===== config.mk =====
export PLATFORM = sky130hd
export DESIGN_NAME = guia05_truth_sweep
export DESIGN_NICKNAME = d
export VERILOG_FILES = /design/src/rtl/guia05_pkg.sv /design/src/rtl/guia05_settle_timer.sv /design/src/rtl/guia05_truth_sweep.sv
export SDC_FILE = /design/constraint.sdc
export NUM_CORES = 1
export LEC_CHECK = 0
export CAP_MARGIN = 30
export CELL_PAD_IN_SITES_DETAIL_PLACEMENT = 2
export CELL_PAD_IN_SITES_GLOBAL_PLACEMENT = 2
export CORE_ASPECT_RATIO = 1.25
export CORE_MARGIN = 2
export CORE_UTILIZATION = 37
export CTS_BUF_LIST = sky130_fd_sc_hd__clkbuf_8 sky130_fd_sc_hd__clkbuf_16
export DETAILED_ROUTE_END_ITERATION = 8
export DONT_BUFFER_PORTS = 1
export PLACE_DENSITY = 0.75
export SYNTH_ARGS = -nofsm -noshare
export SYNTH_HDL_FRONTEND = slang
export SYNTH_HIERARCHICAL = 1
export SYNTH_SLANG_ARGS = --single-unit
export TNS_END_PERCENT = 1

===== constraint.sdc =====
create_clock -name clk -period 1.75 [get_ports clk]
set_clock_uncertainty 0.05 [all_clocks]
set_input_delay 0.175 -clock clk [delete_from_list [all_inputs] [get_ports clk]]
set_output_delay 0.175 -clock clk [all_outputs]
set_load 0.05 [all_outputs]

===== src/rtl/guia05_pkg.sv =====
// Shared definitions for the Guia 05 truth-table sweep: FSM state encoding
// and the expected tables of the individual exercises.
package guia05_pkg;

    typedef enum logic [1:0] {
        ST_IDLE   = 2'd0,
        ST_SETTLE = 2'd1,
        ST_SAMPLE = 2'd2,
        ST_DONE   = 2'd3
    } sweep_state_t;

    // Guia_0503: s = ~(~a | b) = a & ~b, a = stim[1], b = stim[0]
    localparam int         GUIA0503_N_IN   = 2;
    localparam logic [3:0] GUIA0503_EXPECT = 4'b0100;

    function automatic int table_width(input int n_in);
        return 1 << n_in;
    endfunction

endpackage


===== src/rtl/guia05_settle_timer.sv =====
// Load/count-down timer: after a load, expired is high on the SETTLE-th
// enabled cycle, telling the sweep FSM the gate output may be sampled.
module guia05_settle_timer #(
    parameter int SETTLE = 1
) (
    input  logic clk,
    input  logic rst,
    input  logic load,
    input  logic en,
    output logic expired
);

    localparam int CW = (SETTLE > 1) ? $clog2(SETTLE) : 1;

    logic [CW-1:0] count_q;

    always_ff @(posedge clk) begin
        if (rst) begin
            count_q <= '0;
        end else if (load) begin
            count_q <= CW'(SETTLE - 1);
        end else if (en && (count_q != '0)) begin
            count_q <= count_q - CW'(1);
        end
    end

    assign expired = en && (count_q == '0);

endmodule


===== src/rtl/guia05_truth_sweep.sv =====
// Drives every input combination of a combinational gate in ascending order,
// captures the gate output into a truth table and compares it with EXPECT.
module guia05_truth_sweep
    import guia05_pkg::*;
#(
    parameter int                          N_IN   = GUIA0503_N_IN,
    parameter int                          SETTLE = 1,
    parameter logic [(1 << N_IN)-1:0]      EXPECT = GUIA0503_EXPECT
) (
    input  logic                           clk,
    input  logic                           rst,
    input  logic                           start,
    output logic [N_IN-1:0]                stim,
    input  logic                           dut_s,
    output logic                           busy,
    output logic                           done,
    output logic [(1 << N_IN)-1:0]         table_o,
    output logic                           table_valid,
    output logic                           mismatch,
    output logic [N_IN:0]                  err_count
);

    localparam int              TW   = table_width(N_IN);
    localparam logic [N_IN-1:0] LAST = '1;

    sweep_state_t    state_q;
    logic [N_IN-1:0] stim_q;
    logic            busy_q;
    logic            done_q;
    logic            valid_q;
    logic [TW-1:0]   table_q;
    logic [N_IN:0]   err_q;

    logic timer_load;
    logic timer_en;
    logic timer_expired;

    // Reload on every entry into SETTLE: from IDLE on start, from SAMPLE unless last vector
    assign timer_load = ((state_q == ST_IDLE) && start) ||
                        ((state_q == ST_SAMPLE) && (stim_q != LAST));
    assign timer_en   = (state_q == ST_SETTLE);

    guia05_settle_timer #(
        .SETTLE (SETTLE)
    ) u_timer (
        .clk     (clk),
        .rst     (rst),
        .load    (timer_load),
        .en      (timer_en),
        .expired (timer_expired)
    );

    always_ff @(posedge clk) begin
        if (rst) begin
            state_q <= ST_IDLE;
            stim_q  <= '0;
            busy_q  <= 1'b0;
            done_q  <= 1'b0;
            valid_q <= 1'b0;
            table_q <= '0;
            err_q   <= '0;
        end else begin
            case (state_q)
                ST_IDLE: begin
                    done_q <= 1'b0;
                    if (start) begin
                        state_q <= ST_SETTLE;
                        stim_q  <= '0;
                        busy_q  <= 1'b1;
                        valid_q <= 1'b0;
                        table_q <= '0;
                        err_q   <= '0;
                    end
                end
                ST_SETTLE: begin
                    if (timer_expired) begin
                        state_q <= ST_SAMPLE;
                    end
                end
                ST_SAMPLE: begin
                    table_q[stim_q] <= dut_s;
                    if (dut_s != EXPECT[stim_q]) begin
                        err_q <= err_q + (N_IN + 1)'(1);
                    end
                    if (stim_q == LAST) begin
                        state_q <= ST_DONE;
                        busy_q  <= 1'b0;
                        done_q  <= 1'b1;
                        valid_q <= 1'b1;
                    end else begin
                        stim_q  <= stim_q + N_IN'(1);
                        state_q <= ST_SETTLE;
                    end
                end
                ST_DONE: begin
                    done_q  <= 1'b0;
                    state_q <= ST_IDLE;
                end
                default: begin
                    state_q <= ST_IDLE;
                end
            endcase
        end
    end

    assign stim        = stim_q;
    assign busy        = busy_q;
    assign done        = done_q;
    assign table_o     = table_q;
    assign table_valid = valid_q;
    assign err_count   = err_q;
    assign mismatch    = (err_q != '0);

endmodule

[After elaboration in Yosys (flattened, before gate mapping)]
Index checks and enable logic that the tools add are counted.
Storage, ports and cells
  bits in registers: 15
  input port bits: 4
  logic and storage cells: 67
Cells by class
  add/subtract/negate cells: 3
  magnitude comparators: 2
  equal/unequal tests: 11
  multiplexer cells: 24
  bitwise logic cells: 1
  reduce and logical (&&, ||, !) cells: 18
Operators by type and width (count)
  $mux 2: 5
  $reduce_and 3->1: 3
  $ne 2x2->1 const B: 4
  $pmux 2 s4: 1
  $pmux 4 s2: 1
  $eq 2x2->1 const B: 3
  $mux 1: 6
  $mux 3: 2
  $pmux 1 s2: 3
  $pmux 3 s2: 1
  $reduce_and 2->1: 3
  $logic_and 1x1->1: 5
  $bwmux 4: 1
  $mux 4: 1
  $ne 2x1->1 const B: 2
  $pmux 2 s2: 1
  $reduce_bool 2->1: 2
  $reduce_or 2->1: 2
  $add 3x1->3 const B: 1
  $lt 2x3->1 const B: 1
  $reduce_bool 3->1: 1
  $add 2x1->2 const B: 1
  $bmux 1 s2: 1
  $demux 1 s2: 1
  other kinds (7): 7

[Logic depth before layout (Yosys ltp)]
Gate-level depths: netlist of the first run.
  word-level depth: 6
  mapped depth: 6

[By module]
The synthesis of the first run kept the hierarchy.
By module, submodules not included
  guia05_truth_sweep: instances 1, cells each 105, area each 943.4 µm², seq. area each 280.3 µm²
  guia05_settle_timer: instances 1, cells each 3, area each 41.3 µm², seq. area each 20.0 µm²

[Least setup slack after synthesis of the first run]
Ideal clock, no wire load.
  path kind: register to register
  start point: register stim_q[0] (netlist: stim[0])
  end point: register err_q[0] (netlist: err_count[0])
  setup time: 0.119 ns
  arrival: 1.773 ns
  data required time: 1.581 ns
  setup slack: -0.192 ns
  stages on the path, launching flop included: 7
  cells stage by stage: dfxtp_1 -> inv_1 -> ha_1 -> ha_1 -> nor2b_1 -> a21oi_1 -> o21ai_1
On the way
  cells in the longest elaborated chain, start to end: 5
RTL lines
  start, declared: RTL line guia05_truth_sweep.sv:27  | logic [N_IN-1:0] stim_q;
  start signal, assigned: RTL line guia05_truth_sweep.sv:91  | stim_q <= stim_q + N_IN'(1);
  $bmux 1 s2: RTL line guia05_truth_sweep.sv:82  | if (dut_s != EXPECT[stim_q]) begin
  $mux 1 (not written as such): RTL line guia05_truth_sweep.sv:82
  $ne 1x1->1: RTL line guia05_truth_sweep.sv:82
  $ne 2x1->1 (no line)
  $reduce_and 3->1 (no line)
  end signal, assigned: RTL line guia05_truth_sweep.sv:83  | err_q <= err_q + (N_IN + 1)'(1);
  end, declared: RTL line guia05_truth_sweep.sv:32  | logic [N_IN:0] err_q;
No other way between the ends. The select of a mux whose other input is x is not followed.
A chain may end at the register's enable or synchronous reset.

[Final worst setup path of the first run]
Same ends and word-level chain as after synthesis.

==> results of run 1 <==
-- worst max-delay path, stage by stage, from the launching register on --
cell and delay (ns):
dfxtp_2 0.40, inv_1 0.09, ha_1 0.23, ha_1 0.35, nor2b_1 0.16, a21oi_1 0.17
o21ai_1 0.07
-- per-layer routing --
layer / vias up / wire (microns) / part of all wire [%] / track usage, %
met5: - / 0 / 0 / 0
met4: 0 / 54 / 2.1 / 10.7
met3: 5 / 97 / 3.8 / 3.16
met2: 18 / 1230 / 48 / 31.0
met1: 395 / 1170 / 46 / 23.6
li1: 403 / - / - / -
-- cell usage in the layout, fill, tap and decap left out, types with 2 or more instances in the layout --
cell type  instances
clkbuf_8           3
nand2_1            6
o21ai_1            6
dfxtp_1           13
dfxtp_2            2
buf_4             13
nand4_1            4
inv_1             10
nand3b_1           2
a311oi_1           2
ha_1              13
a21oi_2            2
a21oi_1            6
a31oi_1            2
nand2b_1           4
nor2b_1            9
nand3_1            6
nor2_1             3
-- cell families (layout without fill, tap and decap cells) --
logic type / after synthesis / in the layout / share of synthesized area (%)
muxes: 2 / 2 / 2.54
buffers and inverters: 14 / 29 / 6.99
and+or+nand+nor: 38 / 38 / 22.9
DFF: 15 / 15 / 30.5
adders and majority gates: 14 / 14 / 17.8
AOI/OAI and AO/OA: 25 / 25 / 19.3
-- layout make-up --
cell class	instances	share of cell area [%]
sequential	15	25.7
clock buffer	3	3.51
timing repair buffer	15	10.9
inverter	10	3.19
tap	33	3.51
multi-input combinational	79	52.9
clock inverter	1	0.319
-- registers in the layout (all words and copies together), names as in the netlist --
name,cells
state_q,2
u_timer/count_q,1
err_count,3
done,1
stim,2
table_o,4
busy,1
table_valid,1
-- how the worst max path moves through the flow --
stage	to	from	slack, ns	cells after the start
2_1_floorplan	err_count[0]$_SDFFE_PP0P_	stim[0]$_SDFFE_PP0P_	0.04	6
3_3_place_gp	table_o[1]$_SDFFE_PP0P_	state_q[1]$_SDFFE_PP0P_	0.13	6
3_5_place_dp	err_count[2]$_SDFFE_PP0P_	state_q[1]$_SDFFE_PP0P_	0.07	6
4_1_cts	err_count[2]$_SDFFE_PP0P_	state_q[1]$_SDFFE_PP0P_	0.02	6
5_1_grt	err_count[0]$_SDFFE_PP0P_	stim[0]$_SDFFE_PP0P_	0.007	6
6_report	err_count[0]$_SDFFE_PP0P_	stim[0]$_SDFFE_PP0P_	0.12	6
-- power by group through the flow --
stage / clock network (mW) / registers [mW] / logic, mW
6_report: 0.294 / 0.542 / 0.735
4_1_cts: 0.304 / 0.542 / 0.728
3_3_place_gp: 0 / 0.543 / 0.688
5_1_grt: 0.320 / 0.552 / 0.806
3_5_place_dp: 0 / 0.549 / 0.718
2_1_floorplan: 0 / 0.610 / 0.462
-- what timing repair did --
action                     CTS  global route
gates resized for setup      0             2
setup endpoints to repair    0            10
hold buffers                 1             0
hold endpoints to repair     6             0
-- stage by stage --
stage               hold slack, ns  instance area [sq um]  worst slack (ns)  util [%]
floorplan                    0.198                    987            0.0394         -
global placement             0.189                   1110             0.128      45.0
detailed placement           0.190                   1110            0.0709      45.0
CTS                         0.0248                   1170            0.0232      47.2
global route                0.0493                   1180           0.00734      47.5
finish                      0.0267                   1180             0.117      47.5
-- synth_stat cells, types with 2 or more instances --
library cell | n | area [sq um]
nor2b_1 | 9 | 56.3
a21oi_2 | 2 | 17.5
nand3b_1 | 2 | 15.0
a21oi_1 | 6 | 30.0
nor2_1 | 3 | 11.3
nand2_1 | 6 | 22.5
a311oi_1 | 2 | 17.5
buf_4 | 2 | 15.0
dfxtp_1 | 15 | 300
ha_1 | 14 | 175
inv_1 | 9 | 33.8
o21ai_1 | 6 | 30.0
nand4_1 | 4 | 25.0
a31oi_1 | 2 | 12.5
nand2b_1 | 4 | 25.0
nand3_1 | 6 | 30.0
==> summary.txt, run 1 <==
setup violators final: 0
min-delay worst type: in2reg
RSZ-0062 raised after global routing: no
critical path startpoint category: flop
Mapped Cells: 108
latest clock arrival within the worst-skew pair: 0.25 ns
reg2reg setup slack: 0.12 ns
total die area: 3090 sq um
global placer's final weighted congestion: 0.828
distinct cell type count after synthesis: 32
remaining global-route overflow: 0
global-route wire length before repair: 4200 microns
Synth Net Count: 126
DRT iter0 DRCs: 12
vias in the first global route: 848
H-tree levels: 1
CTS tree: done
period utilisation layout: 93.3%
Max-slew headroom: 64.9%
CTS Buffer Depth: 2
synthesis-stage register bit count: 15
ys flop type: dfxtp_1
IO buf count: 0
setup TNS: 0 ns
Post-Layout Cell Count: 156
worst reg2reg startpoint: stim[0]$_SDFFE_PP0P_
minimum clock period after layout: 1.63 ns
drt drc: 0
Final Max Tran Viols: 0
Reg area: 303 sq um
drt pass-1 iters: 4
DRT antenna net count: 0
LEAKAGE: 0.505 nW
FP Rows: 20
WS Path Type: reg2reg
Synth async-reset ratio: 0%
# clock sinks: 15
postcts setup bufs: 0
effective utilization at floorplan: 39.7%
CP required: 1.85 ns
P per Cell Area: 1340 nW/um^2
GRT Util Overall: 18.9%
multi-input logic area: 622 sq um
Filler Cells Inserted: 276
crit end category: flop
CTS clk-pin slew, worst paths: 0.07 ns
Die Ht: 61.7 microns
reg2reg path depth: 6
Area Growth Syn to Fin: 19.4%
Core Region: 2480 sq um
post-synthesis sequential area ratio: 30.5%
cell depth of the worst hold path: 2
WHS Endpoint: table_o[3]$_SDFFE_PP0P_
Nets: 142
Internal Power: 0.859 mW
num ports: 17
Max Freq: 0.613 GHz
Vias/cell: 5.26
Max VDD drop: 708 uV
total routed wirelength: 2560 microns
combinational fraction of design power: 46.8%
RR Endpoint: err_count[0]$_SDFFE_PP0P_
Synth Area per Inst: 9.12 sq um
Mapped Area: 985 sq um
sw frac: 45.3%
WL/cell: 16.4 microns
total of max-cap violations: 0
worst-path maximum fanout: 8
Worst-Margin Slew: 0.526 ns
diodes inserted: 0
Switch Pwr: 0.711 mW
Root Buffer: clkbuf_8
DPL Wire Length: 1930 microns
Die Width: 50.1 microns
Placed Cells: 151
status: complete, no violations
sequential share of power: 34.5%
cts bufs inserted: 3
critical path arrival: 1.73 ns
DR vias: 821
Power Total: 1.57 mW
layout cells sized above 1: 25.2%
initial antenna violation count: 0
Post-synth EDFFs: 0
HP Start: dut_s
Final Hold Fails: 0
clock network power share: 18.7%
Syn. warnings: 6
pin count of the biggest net entering global routing: 11
Note: power is estimated with default switching activity, not from simulation.
==> run 2, diff against run 1 <==
--- a/config.mk
+++ b/config.mk
@@ -10,11 +10,11 @@
 export CELL_PAD_IN_SITES_GLOBAL_PLACEMENT = 2
 export CORE_ASPECT_RATIO = 1.25
 export CORE_MARGIN = 2
-export CORE_UTILIZATION = 37
+export CORE_UTILIZATION = 40
 export CTS_BUF_LIST = sky130_fd_sc_hd__clkbuf_8 sky130_fd_sc_hd__clkbuf_16
 export DETAILED_ROUTE_END_ITERATION = 8
 export DONT_BUFFER_PORTS = 1
-export PLACE_DENSITY = 0.75
+export PLACE_DENSITY = 0.8
 export SYNTH_ARGS = -nofsm -noshare
 export SYNTH_HDL_FRONTEND = slang
 export SYNTH_HIERARCHICAL = 1
==> constraint.sdc (replaced) <==
create_clock -name clk -period 2 [get_ports clk]
set_clock_uncertainty 0.05 [all_clocks]
set_input_delay 0.2 -clock clk [delete_from_list [all_inputs] [get_ports clk]]
set_output_delay 0.2 -clock clk [all_outputs]
set_load 0.05 [all_outputs]
==> run 2 against run 1 <==
Register-to-register slack gained 0.14 ns. Via count down 2.2%. Fmax down 6.4%. Clock power down 16%. Design area down 4.4%. Critical path type unchanged. Critical endpoint is now table_o[1]$_SDFFE_PP0P_. Highest routed layer unchanged.
==> summary.txt, run 2 (synthesized netlist as in run 1, its figures left out) <==
CTS tree: done
DPL Wire Length: 2000 microns (+3.9%)
total die area: 2880 sq um (-7.0%)
drt drc: 0 (unchanged)
Worst path max stage delay: 0.41 ns (about the same)
commonest cells after routing, fill and taps aside: dfxtp_1 (15), ha_1 (14), inv_1 (10), buf_4 (10), nor2b_1 (9)
M1 WL: 1120 microns (-4.3%)
Area Growth Syn to Fin: 14.2%
H-tree levels: 1 (unchanged)
top sig layer: met4
metal2 WL: 1360 microns (+11%)
GRT Util Overall: 21.0% (+2.1 points)
Power Total: 1.31 mW (-16%)
global-route wire length before repair: 4490 microns (+6.9%)
global placer's final weighted congestion: 0.770 (-6.9%)
total routed wirelength: 2650 microns (+3.8%)
CP required: 2.12 ns (+0.27 ns)
# clock sinks: 15 (unchanged)
worst path cell trace: inv_1, ha_1, mux2i_1, buf_4, o2111ai_2, o31ai_2
latest clock arrival within the worst-skew pair: 0.25 ns (about the same)
CTS clk-pin slew, worst paths: 0.06 ns (about the same)
num ports: 17 (unchanged)
DRT antenna net count: 0 (unchanged)
Vias/cell: 5.28 (+0.38%)
RSZ-0062 raised after global routing: no
Final Max Tran Viols: 0 (unchanged)
cts bufs inserted: 3 (unchanged)
reg2reg path depth: 6 (unchanged)
RR Endpoint: table_o[1]$_SDFFE_PP0P_
status: complete, no violations
LEAKAGE: 0.485 nW (-3.9%)
setup violators final: 0 (unchanged)
cts repair resizes: 0 (unchanged)
drt pass-1 iters: 4 (unchanged)
Crit-path slowest cell: dfxtp_1
Die Width: 48.4 microns (-3.5%)
pin count of the biggest net entering global routing: 13 (+2)
Max-slew headroom: 62.8% (-2.0 points)
Placed Cells: 147 (-2.6%)
total of max-cap violations: 0 (unchanged)
vias in the first global route: 918 (+8.3%)
minimum clock period after layout: 1.74 ns (+0.112 ns)
critical path arrival: 1.86 ns (+0.13 ns)
Root Buffer: clkbuf_8
diodes inserted: 0 (unchanged)
Final Hold Fails: 0 (unchanged)
commonest non-fill, non-tap cell in the layout: dfxtp_1
worst-path maximum fanout: 9 (+1)
Post-Layout Cell Count: 152 (-2.6%)
CP Buf/Inv Count: 2 (+1)
Worst setup startpoint: state_q[0]$_SDFFE_PP0P_
min-delay worst type: in2reg
crit end category: flop
Max Freq: 0.573 GHz (-6.4%)
WS Path Type: reg2reg
CTS Buffer Depth: 2 (unchanged)
period utilisation layout: 87.2% (-6.1 points)
WL/cell: 17.5 microns (+6.5%)
Core Region: 2380 sq um (-4.0%)
worst setup path end: table_o[1]$_SDFFE_PP0P_
layout cells sized above 1: 19.3% (-5.9 points)
IO buf count: 0 (unchanged)
routed length on met3: 98 microns (+1.0%)
hold buffers post-CTS: 1 (unchanged)
reg2reg setup slack: 0.26 ns (+0.14 ns)
setup TNS: 0 ns (unchanged)
effective utilization at floorplan: 41.4% (+1.7 points)
remaining global-route overflow: 0 (unchanged)
FP Rows: 20 (unchanged)
max reg flops: 4 (unchanged)
critical path startpoint category: flop
CP top delay family: flip-flops
Nets: 138 (-2.8%)
DR vias: 803 (-2.2%)
worst reg2reg startpoint: state_q[0]$_SDFFE_PP0P_
Worst-Margin Slew: 0.557 ns (+0.0305 ns)
initial antenna violation count: 0 (unchanged)
postcts setup bufs: 0 (unchanged)
Max VDD drop: 659 uV (-6.9%)
Die Ht: 59.5 microns (-3.6%)
P per Cell Area: 1170 nW/um^2 (-13%)
Filler Cells Inserted: 283 (+2.5%)
DRT iter0 DRCs: 6 (-6)
WP depth: 6 (unchanged)
-- run 2: cell types whose count changed in the layout (fill, tap and decap cells not counted), sizes merged --
cell	delta
buf	-4
-- run 2: worst min path at each step --
stage	start	to	slack (ns)	depth (start not counted)
3_3_place_gp	rst	err_count[2]$_SDFFE_PP0P_	0.21	1
3_5_place_dp	rst	err_count[2]$_SDFFE_PP0P_	0.22	1
2_1_floorplan	rst	u_timer/count_q$_SDFFE_PP0P_	0.22	1
6_report	dut_s	table_o[3]$_SDFFE_PP0P_	0.06	2
4_1_cts	dut_s	table_o[0]$_SDFFE_PP0P_	0.06	2
5_1_grt	dut_s	table_o[3]$_SDFFE_PP0P_	0.07	2
-- run 2: final cells by class --
cell class | count | area, sq um | share of cell area (%)
Multi-Input combinational cell | 79 | 616 | 54.7
Clock inverter | 1 | 3.75 | 0.334
Tap cell | 33 | 41.3 | 3.67
Inverter | 10 | 37.5 | 3.34
Timing Repair Buffer | 11 | 85.1 | 7.56
Clock buffer | 3 | 41.3 | 3.67
Sequential cell | 15 | 300 | 26.7
-- run 2: metrics by stage --
stage	cell area [sq um]	setup slack (ns)	utilization (%)	hold WS [ns]
3_5_place_dp	1070	0.277	45.0	0.216
3_3_place_gp	1070	0.407	45.0	0.215
6_report	1120	0.256	47.3	0.0648
4_1_cts	1120	0.241	47.3	0.0620
2_1_floorplan	985	0.0579	-	0.223
5_1_grt	1120	0.139	47.3	0.0692
-- run 2: layer usage --
layer  track usage, %  vias to the layer above
met3             3.79                        7
met2             38.3                       16
met5                0                        -
met4             12.7                        0
met1             22.9                      380
li1                 -                      400
-- run 2: power by group --
group	leakage [nW]	switching (mW)	internal, mW
combinational	0.336	0.345	0.211
clock	0.0269	0.110	0.136
sequential	0.122	0.155	0.355
total	0.485	0.611	0.702
